===== src/rtl/video_pkg.sv =====
// video_pkg: shared bank-controller state type, default frame geometry and bank index width
package video_pkg;
  typedef enum logic [0:0] {FILL = 1'b0, FULL_WAIT = 1'b1} bank_state_e;
  localparam int DEF_WIDTH = 200;
  localparam int DEF_HEIGHT = 150;
  localparam int DEF_NUM_BANKS = 16;
  localparam int BANK_W = 4;
endpackage


===== src/rtl/frame_raster_counter.sv =====
// frame_raster_counter: x/y raster scan counter with a pulse on the final pixel of a frame
module frame_raster_counter import video_pkg::*; #(
  parameter int WIDTH = DEF_WIDTH,
  parameter int HEIGHT = DEF_HEIGHT,
  localparam int XW = $clog2(WIDTH),
  localparam int YW = $clog2(HEIGHT)
)(
  input  logic          clk,
  input  logic          rst_n,
  input  logic          en,
  output logic [XW-1:0] x,
  output logic [YW-1:0] y,
  output logic          wrap
);
  logic x_last, y_last;
  assign x_last = x == XW'(WIDTH - 1);
  assign y_last = y == YW'(HEIGHT - 1);
  assign wrap = en && x_last && y_last;
  always_ff @(posedge clk)
    if (!rst_n) begin
      x <= '0;
      y <= '0;
    end else if (en) begin
      x <= x_last ? '0 : x + 1'b1;
      if (x_last) y <= y_last ? '0 : y + 1'b1;
    end
endmodule


===== src/rtl/video_bank_ctrl.sv =====
// video_bank_ctrl: frame-bank fill/display controller; BANK_UNDERRUN_STATS_EN adds a saturating underrun_cnt output
module video_bank_ctrl import video_pkg::*; #(
  parameter int WIDTH = DEF_WIDTH,
  parameter int HEIGHT = DEF_HEIGHT,
  parameter int NUM_BANKS = DEF_NUM_BANKS,
  parameter int FRAME_DIV = 2,
  localparam int XW = $clog2(WIDTH),
  localparam int YW = $clog2(HEIGHT),
  localparam int RW = $clog2(NUM_BANKS) + 1
)(
  input  logic              clk,
  input  logic              rst_n,
  input  logic              pix_valid,
  input  logic              pix_data,
  output logic              pix_ready,
  input  logic              frame_tick,
  output logic [XW-1:0]     wr_x,
  output logic [YW-1:0]     wr_y,
  output logic              wr_data,
  output logic              wr_en,
  output logic [BANK_W-1:0] wr_bank,
  output logic [BANK_W-1:0] disp_bank,
  output logic [RW-1:0]     banks_ready
`ifdef BANK_UNDERRUN_STATS_EN
  ,
  output logic [15:0]       underrun_cnt
`endif
);
  localparam int DW = FRAME_DIV > 1 ? $clog2(FRAME_DIV) : 1;
  localparam logic [BANK_W-1:0] BANK_MASK = BANK_W'(NUM_BANKS - 1);
  localparam logic [RW-1:0] FULL_LVL = RW'(NUM_BANKS - 1);
  bank_state_e state;
  logic [BANK_W-1:0] fill_bank;
  logic [DW-1:0] div;
  logic [XW-1:0] cx;
  logic [YW-1:0] cy;
  logic acc, done, div_wrap, adv;
  assign pix_ready = rst_n && state == FILL;
  assign acc = pix_valid && pix_ready;
  assign div_wrap = frame_tick && div == DW'(FRAME_DIV - 1);
  assign adv = div_wrap && banks_ready != '0;
  frame_raster_counter #(.WIDTH(WIDTH), .HEIGHT(HEIGHT)) u_scan (
    .clk(clk),
    .rst_n(rst_n),
    .en(acc),
    .x(cx),
    .y(cy),
    .wrap(done)
  );
  // wr_bank lags fill_bank by one cycle so it always names the bank of the write on the bus
  always_ff @(posedge clk)
    if (!rst_n) begin
      state <= FILL;
      fill_bank <= BANK_W'(1);
      wr_bank <= BANK_W'(1);
      disp_bank <= '0;
      banks_ready <= '0;
      div <= '0;
      wr_en <= 1'b0;
      wr_data <= 1'b0;
      wr_x <= '0;
      wr_y <= '0;
    end else begin
      wr_en <= acc;
      wr_bank <= fill_bank;
      if (acc) begin
        wr_x <= cx;
        wr_y <= cy;
        wr_data <= pix_data;
      end
      if (done) fill_bank <= (fill_bank + 1'b1) & BANK_MASK;
      if (adv) disp_bank <= (disp_bank + 1'b1) & BANK_MASK;
      if (frame_tick) div <= div_wrap ? '0 : div + 1'b1;
      banks_ready <= done && !adv ? banks_ready + 1'b1 : adv && !done ? banks_ready - 1'b1 : banks_ready;
      state <= adv ? FILL : done && banks_ready + 1'b1 == FULL_LVL ? FULL_WAIT : state;
    end
`ifdef BANK_UNDERRUN_STATS_EN
  always_ff @(posedge clk)
    if (!rst_n) underrun_cnt <= '0;
    else if (div_wrap && banks_ready == '0 && underrun_cnt != '1) underrun_cnt <= underrun_cnt + 1'b1;
`endif
endmodule


===== config.mk =====
export PLATFORM = sky130hd
export DESIGN_NAME = video_bank_ctrl
export DESIGN_NICKNAME = d
export VERILOG_FILES = /design/src/rtl/video_pkg.sv /design/src/rtl/frame_raster_counter.sv /design/src/rtl/video_bank_ctrl.sv
export SDC_FILE = /design/constraint.sdc
export NUM_CORES = 1
export LEC_CHECK = 0
export BUFFER_PORTS_ARGS = -buffer_cell sky130_fd_sc_hd__buf_2
export CORE_UTILIZATION = 42
export CTS_CLUSTER_SIZE = 16
export DETAILED_ROUTE_END_ITERATION = 16
export PLACE_DENSITY = 0.63
export SETUP_SLACK_MARGIN = 0.1
export SYNTH_ARGS = -nofsm -noshare
export SYNTH_HDL_FRONTEND = slang
export SYNTH_HIERARCHICAL = 1
export SYNTH_SLANG_ARGS = --single-unit

===== constraint.sdc =====
create_clock -name clk -period 8.6 [get_ports clk]
set_input_delay 1.72 -clock clk [delete_from_list [all_inputs] [get_ports clk]]
set_output_delay 1.72 -clock clk [all_outputs]
set_load 0.02 [all_outputs]

### Yosys cells after proc, flatten, opt, wreduce, memory -nomap -nowiden

Index checks and enable logic that the tools add are counted.

| word-level totals | value |
|---|---|
| register bits | 53 |
| output and inout bits | 32 |

| operators by class | value |
|---|---|
| eq/ne operators | 3 |
| reduce and logical (&&, ||, !) cells | 15 |
| multiplexer cells | 5 |
| bitwise logic cells | 2 |
| add/sub/neg operators | 7 |

Operators with widths:

| kind | number |
|---|---|
| 8-bit by 1-bit adder with 8-bit output, second input constant | 2 |
| 8-bit equality test, second input constant | 2 |
| 8-bit 2-to-1 mux | 2 |
| 5-bit 2-to-1 mux | 2 |
| 1-bit logical AND | 9 |
| 4-bit by 1-bit adder with 4-bit output, second input constant | 2 |
| 5-bit by 1-bit adder with 5-bit output, second input constant | 1 |
| 5-bit by 4-bit equality test with 1-bit output, second input constant | 1 |
| 5-bit nonzero test | 1 |
| 5-bit by 1-bit subtractor with 5-bit output, second input constant | 1 |
| 1-bit logical NOT | 2 |
| 1-bit inverter | 2 |
| 2-bit AND reduction | 1 |
| 2-bit nonzero test | 1 |
| 2-bit OR reduction | 1 |
| 1-bit adder, second input constant | 1 |
| 1-bit 2-to-1 mux | 1 |

### Depth between registers and ports, before layout

Gate-level depths: netlist of the first run.

| depth | value |
|---|---|
| depth in word-level cells | 9 |
| gate-level depth with buffers | 11 |

### Modules after synthesis

Netlist of the first run, hierarchy kept.

Modules (own cells, without submodules):

| module | times used | area an instance (um^2) | cells an instance | seq. area each (um^2) |
|---|---|---|---|---|
| video_bank_ctrl | 1 | 1,512.7 | 169 | 740.7 |
| frame_raster_counter | 1 | 768.2 | 83 | 320.3 |

### Least setup slack after synthesis of the first run

OpenSTA, ideal clock, no wires.

| timing | value |
|---|---|
| path type | input port to output port |
| start point | in rst_n |
| end point | out pix_ready |
| stages | 4 |
| data required time | 6.880 ns |
| data arrival time | 2.550 ns |
| slack | 4.330 ns |
| path buffers | 2 |
| cells stage by stage | clkbuf_1 inv_1 clkbuf_1 nor2_1 |

| on the way | value |
|---|---|
| word-level cells in the longest chain between the ends | 1 |

RTL lines:

| what | RTL line | source |
|---|---|---|
| from (decl) | video_bank_ctrl.sv:12 | `input logic rst_n,` |
| 1-bit logical AND | video_bank_ctrl.sv:38 | `assign pix_ready = rst_n && state == FILL;` |
| to (decl) | video_bank_ctrl.sv:15 | `output logic pix_ready,` |

No other way between the ends.

### Final worst setup path of the first run

| timing | value |
|---|---|
| start point | in rst_n |
| end point | reg banks_ready[2] |

| on the way | value |
|---|---|
| word-level cells in the longest chain between the ends | 7 |
| elaborated cells between the ends (all ways) | 9 |
| those cells by class | 1 x mux; 8 x reduce/logical |

RTL lines:

| what | RTL line | source |
|---|---|---|
| 1-bit logical AND (*) | video_bank_ctrl.sv:38 |  |
| 1-bit logical AND (*) | video_bank_ctrl.sv:39 | `assign acc = pix_valid && pix_ready;` |
| 1-bit logical AND (*) (2 in a row) | frame_raster_counter.sv:18 | `assign wrap = en && x_last && y_last;` |
| via done | video_bank_ctrl.sv:37 | `logic acc, done, div_wrap, adv;` |
| 1-bit logical NOT | video_bank_ctrl.sv:74 | `banks_ready <= done && !adv ? banks_ready + 1'b1 : adv && !done ? banks_ready - 1'b1 : banks_ready;` |
| 1-bit logical AND | video_bank_ctrl.sv:74 |  |
| 2-bit nonzero test (no source line) | -- |  |
| to (signal assigned) | video_bank_ctrl.sv:74 |  |
| to (decl) | video_bank_ctrl.sv:23 | `output logic [RW-1:0] banks_ready` |

The timed path passes the listed nets; every way through them passes the cells marked *.
A chain may end at the register's enable or synchronous reset.

==> metrics.md, run 1 <==
| Metric | Value |
|---|---|
| Initial antenna violation count | 0 |
| Data arrival, critical path | 5110 ps |
| Port Buffer Count | 36 |
| Setup TNS | 0 ps |
| Final Cell Area | 2580 µm² |
| First-pass GRT wire length | 7.38 mm |
| Vias in the first global route | 1592 |
| Post-CTS setup buffer count | 0 |
| Max stage delay on crit path | 500 ps |
| Crit path to | banks_ready[2]$_SDFFE_PN0P_ |
| Starting DRT DRC Count | 74 |
| RSZ-0062 raised after global routing | no |
| CTS clk-pin slew, worst paths | 90 ps |
| Clk_skew | 7.67 ps |
| Data required, critical path | 8830 ps |
| Post-Synthesis Cell Area | 2280 µm² |
| Final setup viols | 0 |
| Commonest non-fill, non-tap cells in the layout | 53 x dfxtp_1, 47 x nand2_1, 36 x buf_2, 21 x nand3_1, 20 x nor2_1 |
| Gr usage total | 17.2% |
| Leak Pwr | 1.15 nW |
| Starting Density | 44.1% |
| Post-route clock period utilization | 56.7% |
| Status | finished, final reports clean |
| Max-slew violations | 0 |
| Reg-to-reg startpoint | state$_SDFFE_PP0P_ |
| Area growth, synth to finish | 13.3% |
| Leading cell type in the layout, fill and taps excluded | dfxtp_1 |
| Max_cap viols | 0 |
| Worst-margin pin slew | 589 ps |
| DRC errors left | 0 |
| Critical path class | in2reg |
| WP depth | 10 |
| Die Ht | 75.7 µm |
| Drt pass-1 iters | 4 |
| Longest Clk Path Bufs | 2 |
| # diodes | 0 |
| H-tree depth | 2 |
| Dpl cell area | 2500 µm² |
| GR Layer Usage met2 | 25.8% |
| Min Hold Slack | 457 ps |
| GR Layer Usage met1 | 23.1% |
| Post-synthesis sequential area ratio | 46.5% |
| Worst flop-to-flop path endpoint | banks_ready[4]$_SDFFE_PN0P_ |
| Io pins | 37 |
| Final antenna-violating net count | 0 |
| Reg2reg path depth | 9 |
| Met3 Resource Use GR | 4.37% |
| Vias per inst | 4.93 |
| Avg Cell Area, Syn | 9.05 µm² |
| CP Max Fanout | 34 |
| Total CTS buffers | 5 |
| CTS resizes | 0 |
| Fin crit period | 4880 ps |
| CTS Hold Bufs | 0 |
| Nets | 301 |
| GR Overflow Total | 0 |
| Crit path buffers/inverters | 2 |
| Syn Inst Count | 252 |
| Clock latency on the worst-skew pair | 310 ps |
| Peak VDD IR | 0.0689 mV |
| Crit path launch | rst_n |
| Min-delay worst type | reg2reg |
| Die width | 75.7 µm |
| Core Area | 5170 µm² |
| Die area | 5730 µm² |
| Clock sinks | 53 |
| Final Hold Fails | 0 |
| FP Rows | 26 |
| Reg2Reg Setup Slack | 5100 ps |
| Gp weighted congestion | 0.779 |
| Synth warn | 6 |
| Crit path launch type | input pin |
| CP Cell Sequence | buf_2 > nand3b_2 > clkinv_1 > and4bb_4 > nand2_2 > nor2_1 > ha_1 > mux2i_1 > or3_2 > a21oi_1 |
| Synth cell types | 43 |
| Power density over the cells | 154 nW/µm² |
| CTS root buf | clkbuf_8 |
| Vias | 1766 |
| Achievable Freq | 205 MHz |
| Slew headroom | 60.5% |
| CP delay by family, top | simple AND/OR/NAND/NOR gates |
| Syn Nets | 266 |
| Crit path max-delay cell type | clkinv_1 |
| Pin count of the biggest net entering global routing | 35 |
| Crit path capture type | register |
| GR peak layer | met2 |
| HPWL after DPL | 3.08 mm |
| CTS tree | yes |
| WL/cell | 12.2 µm |
| Wirelength, routed | 4.38 mm |
| Layout cells sized above 1 | 18.4% |
| Main synth FF type | dfxtp_1 |
| EDFF count, synth | 0 |
| Post-synth ARST share | 0% |
| Yosys reg bits | 53 |
-- per-layer routing --
metal  part of all wire, %  up-vias
met5                     0        -
met4                   1.8        0
li1                      -      940
met3                   3.8        7
met2                    43       28
met1                    51      791
-- synth_stat cells, types with 5 or more instances --
cell type,count,area [µm²]
and2_1,6,37.5
nand2_1,47,176
nand4_1,8,50.1
xor2_1,10,87.6
nand3_1,21,105
ha_1,9,113
xnor2_1,8,70.1
nor2_1,20,75.1
mux2i_1,6,60.1
dfxtp_1,53,1060
inv_1,7,26.3
a21oi_1,9,45.0
or4_1,5,37.5
-- kinds of logic after synthesis --
group	Yosys count	synth area share [%]
DFF	53	46.5
and+or+nand+nor	127	29.3
xor gates and xnor gates	18	6.91
adders and majority gates	9	4.94
AOI/OAI and AO/OA	23	6.31
buffers and inverters	16	3.35
muxes	6	2.63
-- how the worst min path moves through the flow --
stage                     cells after the start                      from                   end  slack [ps]
after CTS                                     2      wr_x[4]$_SDFFE_PN0P_  wr_x[4]$_SDFFE_PN0P_         460
after detailed placement                      2      wr_x[4]$_SDFFE_PN0P_  wr_x[4]$_SDFFE_PN0P_         450
after global placement                        2      wr_y[3]$_SDFFE_PN0P_  wr_y[3]$_SDFFE_PN0P_         450
after floorplan                               2  u_scan/y[7]$_SDFFE_PN0P_  wr_y[7]$_SDFFE_PN0P_         440
final                                         2      wr_x[5]$_SDFFE_PN0P_  wr_x[5]$_SDFFE_PN0P_         460
after global routing                          2      wr_x[6]$_SDFFE_PN0P_  wr_x[6]$_SDFFE_PN0P_         470
-- through the flow --
step / setup slack [ps] / power [W] / util, % / std cells
2_1_floorplan: 4330 / 0.000265 / - / 252
3_3_place_gp: 3510 / 0.000269 / 48.4 / 350
3_5_place_dp: 3380 / 0.000270 / 48.4 / 350
4_1_cts: 3700 / 0.000402 / 50.0 / 358
5_1_grt: 3440 / 0.000412 / 50.0 / 358
6_report: 3720 / 0.000397 / 50.0 / 358
-- power by group --
part,total (W),switching (W),internal [W],leakage [nW]
combinational,0.0000150,0.0000111,0.00000387,0.679
clock,0.000133,0.0000768,0.0000566,0.0450
sequential,0.000249,0.00000141,0.000247,0.428
total,0.000397,0.0000894,0.000308,1.15
-- state kept, by name, indices dropped and copies added, names as in the netlist --
name and count:
wr_data 1, div 1, u_scan/y 8, wr_x 8, disp_bank 4, u_scan/x 8
state 1, wr_y 8, banks_ready 5, wr_en 1, wr_bank 4, fill_bank 4
-- area by class of cell --
cell class                 count  area, µm²
clock inverter                 2       10.0
tap                           70       87.6
inverter                       8       30.0
fill                         493       2590
timing repair buffer          36        180
multi-input combinational    183       1140
sequential                    53       1060
clock buffer                   6       72.6
-- worst reg2reg max path, stage by stage, from the launching register on --
cell and delay (ps):
dfxtp_1 420, nand3b_2 390, clkinv_1 600, and4bb_4 470, nand2_2 170, nor2_1 170, ha_1 310, or4b_1 530
a21oi_2 180, mux2i_1 180
Power figures use the tool's default switching activity.
==> run 2, diff against run 1 <==
--- a/config.mk
+++ b/config.mk
@@ -5,6 +5,7 @@
 export SDC_FILE = /design/constraint.sdc
 export NUM_CORES = 1
 export LEC_CHECK = 0
+export ABC_AREA = 1
 export BUFFER_PORTS_ARGS = -buffer_cell sky130_fd_sc_hd__buf_2
 export CORE_UTILIZATION = 42
 export CTS_CLUSTER_SIZE = 16
==> constraint.sdc (replaced) <==
create_clock -name clk -period 4.5 [get_ports clk]
set_input_delay 0.9 -clock clk [delete_from_list [all_inputs] [get_ports clk]]
set_output_delay 0.9 -clock clk [all_outputs]
set_load 0.02 [all_outputs]
==> metrics.md, run 2 <==
| Metric | Value |
|---|---|
| Status | finished, final reports clean |
| Final Cell Area | 2860 µm² |
| CTS clk-pin slew, worst paths | 100 ps |
| Critical path class | in2out |
| Port Buffer Count | 36 |
| Commonest non-fill, non-tap cells in the layout | 91 x nand2_1, 53 x dfxtp_1, 36 x buf_2, 35 x inv_1, 29 x nor2_1 |
| Die Ht | 80.4 µm |
| Starting DRT DRC Count | 62 |
| Fillers | 622 |
| Footprint of the multi-input gates | 1270 µm² |
| Post-synth ARST share | 0% |
| Adder-cell share of the synthesized area | 4.36% |
| XOR/XNOR share of the synthesized area | 2.38% |
| Fin cells | 449 |
| Synth warn | 6 |
| Vias in the first global route | 1791 |
| Peak VDD IR | 0.167 mV |
| Setup TNS | 0 ps |
| Wirelength, routed | 4.96 mm |
| CTS resizes | 0 |
| Layout cells sized above 1 | 22.7% |
| Leading cell type in the layout, fill and taps excluded | nand2_1 |
| RSZ-0062 raised after global routing | no |
| FP Rows | 28 |
| Final setup viols | 0 |
| Total CTS buffers | 5 |
| Drt pass-1 iters | 4 |
| Post-Synthesis Cell Area | 2580 µm² |
| Compound-Gate Fraction of Synth Area | 11.6% |
| Clock latency on the worst-skew pair | 320 ps |
| Post-synthesis mux area share | 0% |
| Max-slew violations | 0 |
| Power Total | 0.000792 W |
| # diodes | 0 |
| Clk_skew | 8.80 ps |
| Crit path capture type | output port |
| Avg Cell Area, Syn | 7.59 µm² |
| Final Hold Fails | 0 |
| HPWL after DPL | 3.55 mm |
| Total area of sequential cells | 1060 µm² |
| Dpl ws | 1410 ps |
| Placed Cells incl. Taps | 441 |
| Final antenna-violating net count | 0 |
| Power density over the cells | 277 nW/µm² |
| Area contributors post-synth | dfxtp_1 41%, nand2_1 13%, o21ai_2 5.8%, inv_1 5.1%, ha_1 4.4% |
| Die area | 6460 µm² |
| Post-synthesis sequential area ratio | 41.1% |
| First-pass GRT wire length | 8.27 mm |
| Post-route clock period utilization | 61.1% |
| H-tree depth | 2 |
| Die width | 80.4 µm |
| CP Max Fanout | 35 |
| CTS tree | yes |
| Nets | 387 |
| Yosys reg bits | 53 |
| Post-CTS setup buffer count | 0 |
| Clock sinks | 53 |
| Vias per inst | 4.80 |
| Post-Synth Simple-Gate Area | 31.1% |
| DRC errors left | 0 |
| GR Overflow Total | 0 |
| Synth cell types | 30 |
| Most common cell in the netlist | nand2_1 |
| Longest Clk Path Bufs | 2 |
| Gp weighted congestion | 0.856 |
| CTS Hold Bufs | 0 |
| Pin count of the biggest net entering global routing | 43 |
| Syn Inst Count | 340 |
| Leak Pwr | 1.33 nW |
| Post-synth top cells | 91 x nand2_1, 53 x dfxtp_1, 35 x inv_1, 29 x nor2_1, 20 x nand3_1 |
| Achievable Freq | 364 MHz |
| WL/cell | 11.0 µm |
| Max_cap viols | 0 |
| Synth area leader | dfxtp_1 |
| Worst-margin pin slew | 540 ps |
| EDFF count, synth | 0 |
| Min-delay worst type | reg2reg |
| Fin crit period | 2750 ps |
| Slew headroom | 64.0% |
| Syn Nets | 354 |
| Final worst slack | 1750 ps |
| Core Area | 5920 µm² |
| Gr usage total | 16.7% |
| Dpl cell area | 2760 µm² |
| Data arrival, critical path | 1850 ps |
| Initial antenna violation count | 0 |
| Main combinational cell family by area after synthesis | simple AND/OR/NAND/NOR gates |
| CTS root buf | clkbuf_8 |
| Crit path launch type | input pin |
| Area growth, synth to finish | 10.8% |
| Vias | 2155 |
| Data required, critical path | 3600 ps |
| Starting Density | 43.6% |
| Main synth FF type | dfxtp_1 |
| Io pins | 37 |
| Post-synth top area share | 41.1% |
## run 2: cell count changes after synthesis, moves of 8 or more
cell and delta:
inv_1 +28, nor2_2 +8, a21oi_1 +8, o21ai_2 +17
nor2_1 +9, nand2_1 +44
## run 2: stage by stage
stage,hold slack (ps),util [%]
global route,466,48.3
global placement,429,46.7
floorplan,419,-
CTS,449,48.3
detailed placement,433,46.7
finish,444,48.3
## run 2: cell type report
type / count / area share, %
multi-input cells: 237 / 44.6
flip-flops and latches: 53 / 37.1
repair buffers: 37 / 6.57
inverters: 39 / 5.12
well taps: 75 / 3.28
clock buffers: 5 / 2.41
clock inverters: 3 / 0.876
## run 2: critical path, cell delays in order
cell and delay [ps]:
buf_2 100, buf_4 330, inv_1 210, nor2_1 130
buf_2 170
## run 2: where the power goes
group | internal [W] | switching, W
Combinational | 0.00000912 | 0.0000244
Sequential | 0.000473 | 0.00000261
Clock | 0.000113 | 0.000170
Total | 0.000595 | 0.000197
## run 2: final timing paths
kind | start | endpoint | slack (ps) | cells after the start
max | rst_n | pix_ready | 1750 | 5
min | fill_bank[3]$_SDFFE_PN0P_ | wr_bank[3]$_SDFF_PN0_ | 440 | 2
max reg2reg | state$_SDFFE_PP0P_ | banks_ready[2]$_SDFFE_PN0P_ | 2060 | 11
min reg2reg | fill_bank[3]$_SDFFE_PN0P_ | wr_bank[3]$_SDFF_PN0_ | 440 | 2
## run 2: cells by family after synthesis
| group | count (synthesis) |
|---|---|
| AOI/OAI and AO/OA | 46 |
| xor gates and xnor gates | 7 |
| DFF | 53 |
| adders and majority gates | 9 |
| and+or+nand+nor | 175 |
| buffers and inverters | 50 |
## run 2: layer usage
metal | global-route usage [%] | up-vias | wire [µm]
met3 | 4.20 | 5 | 237
met2 | 25.8 | 42 | 2160
li1 | - | 1151 | -
met5 | 0 | - | 0
met1 | 22.3 | 957 | 2490
met4 | 5.89 | 0 | 67
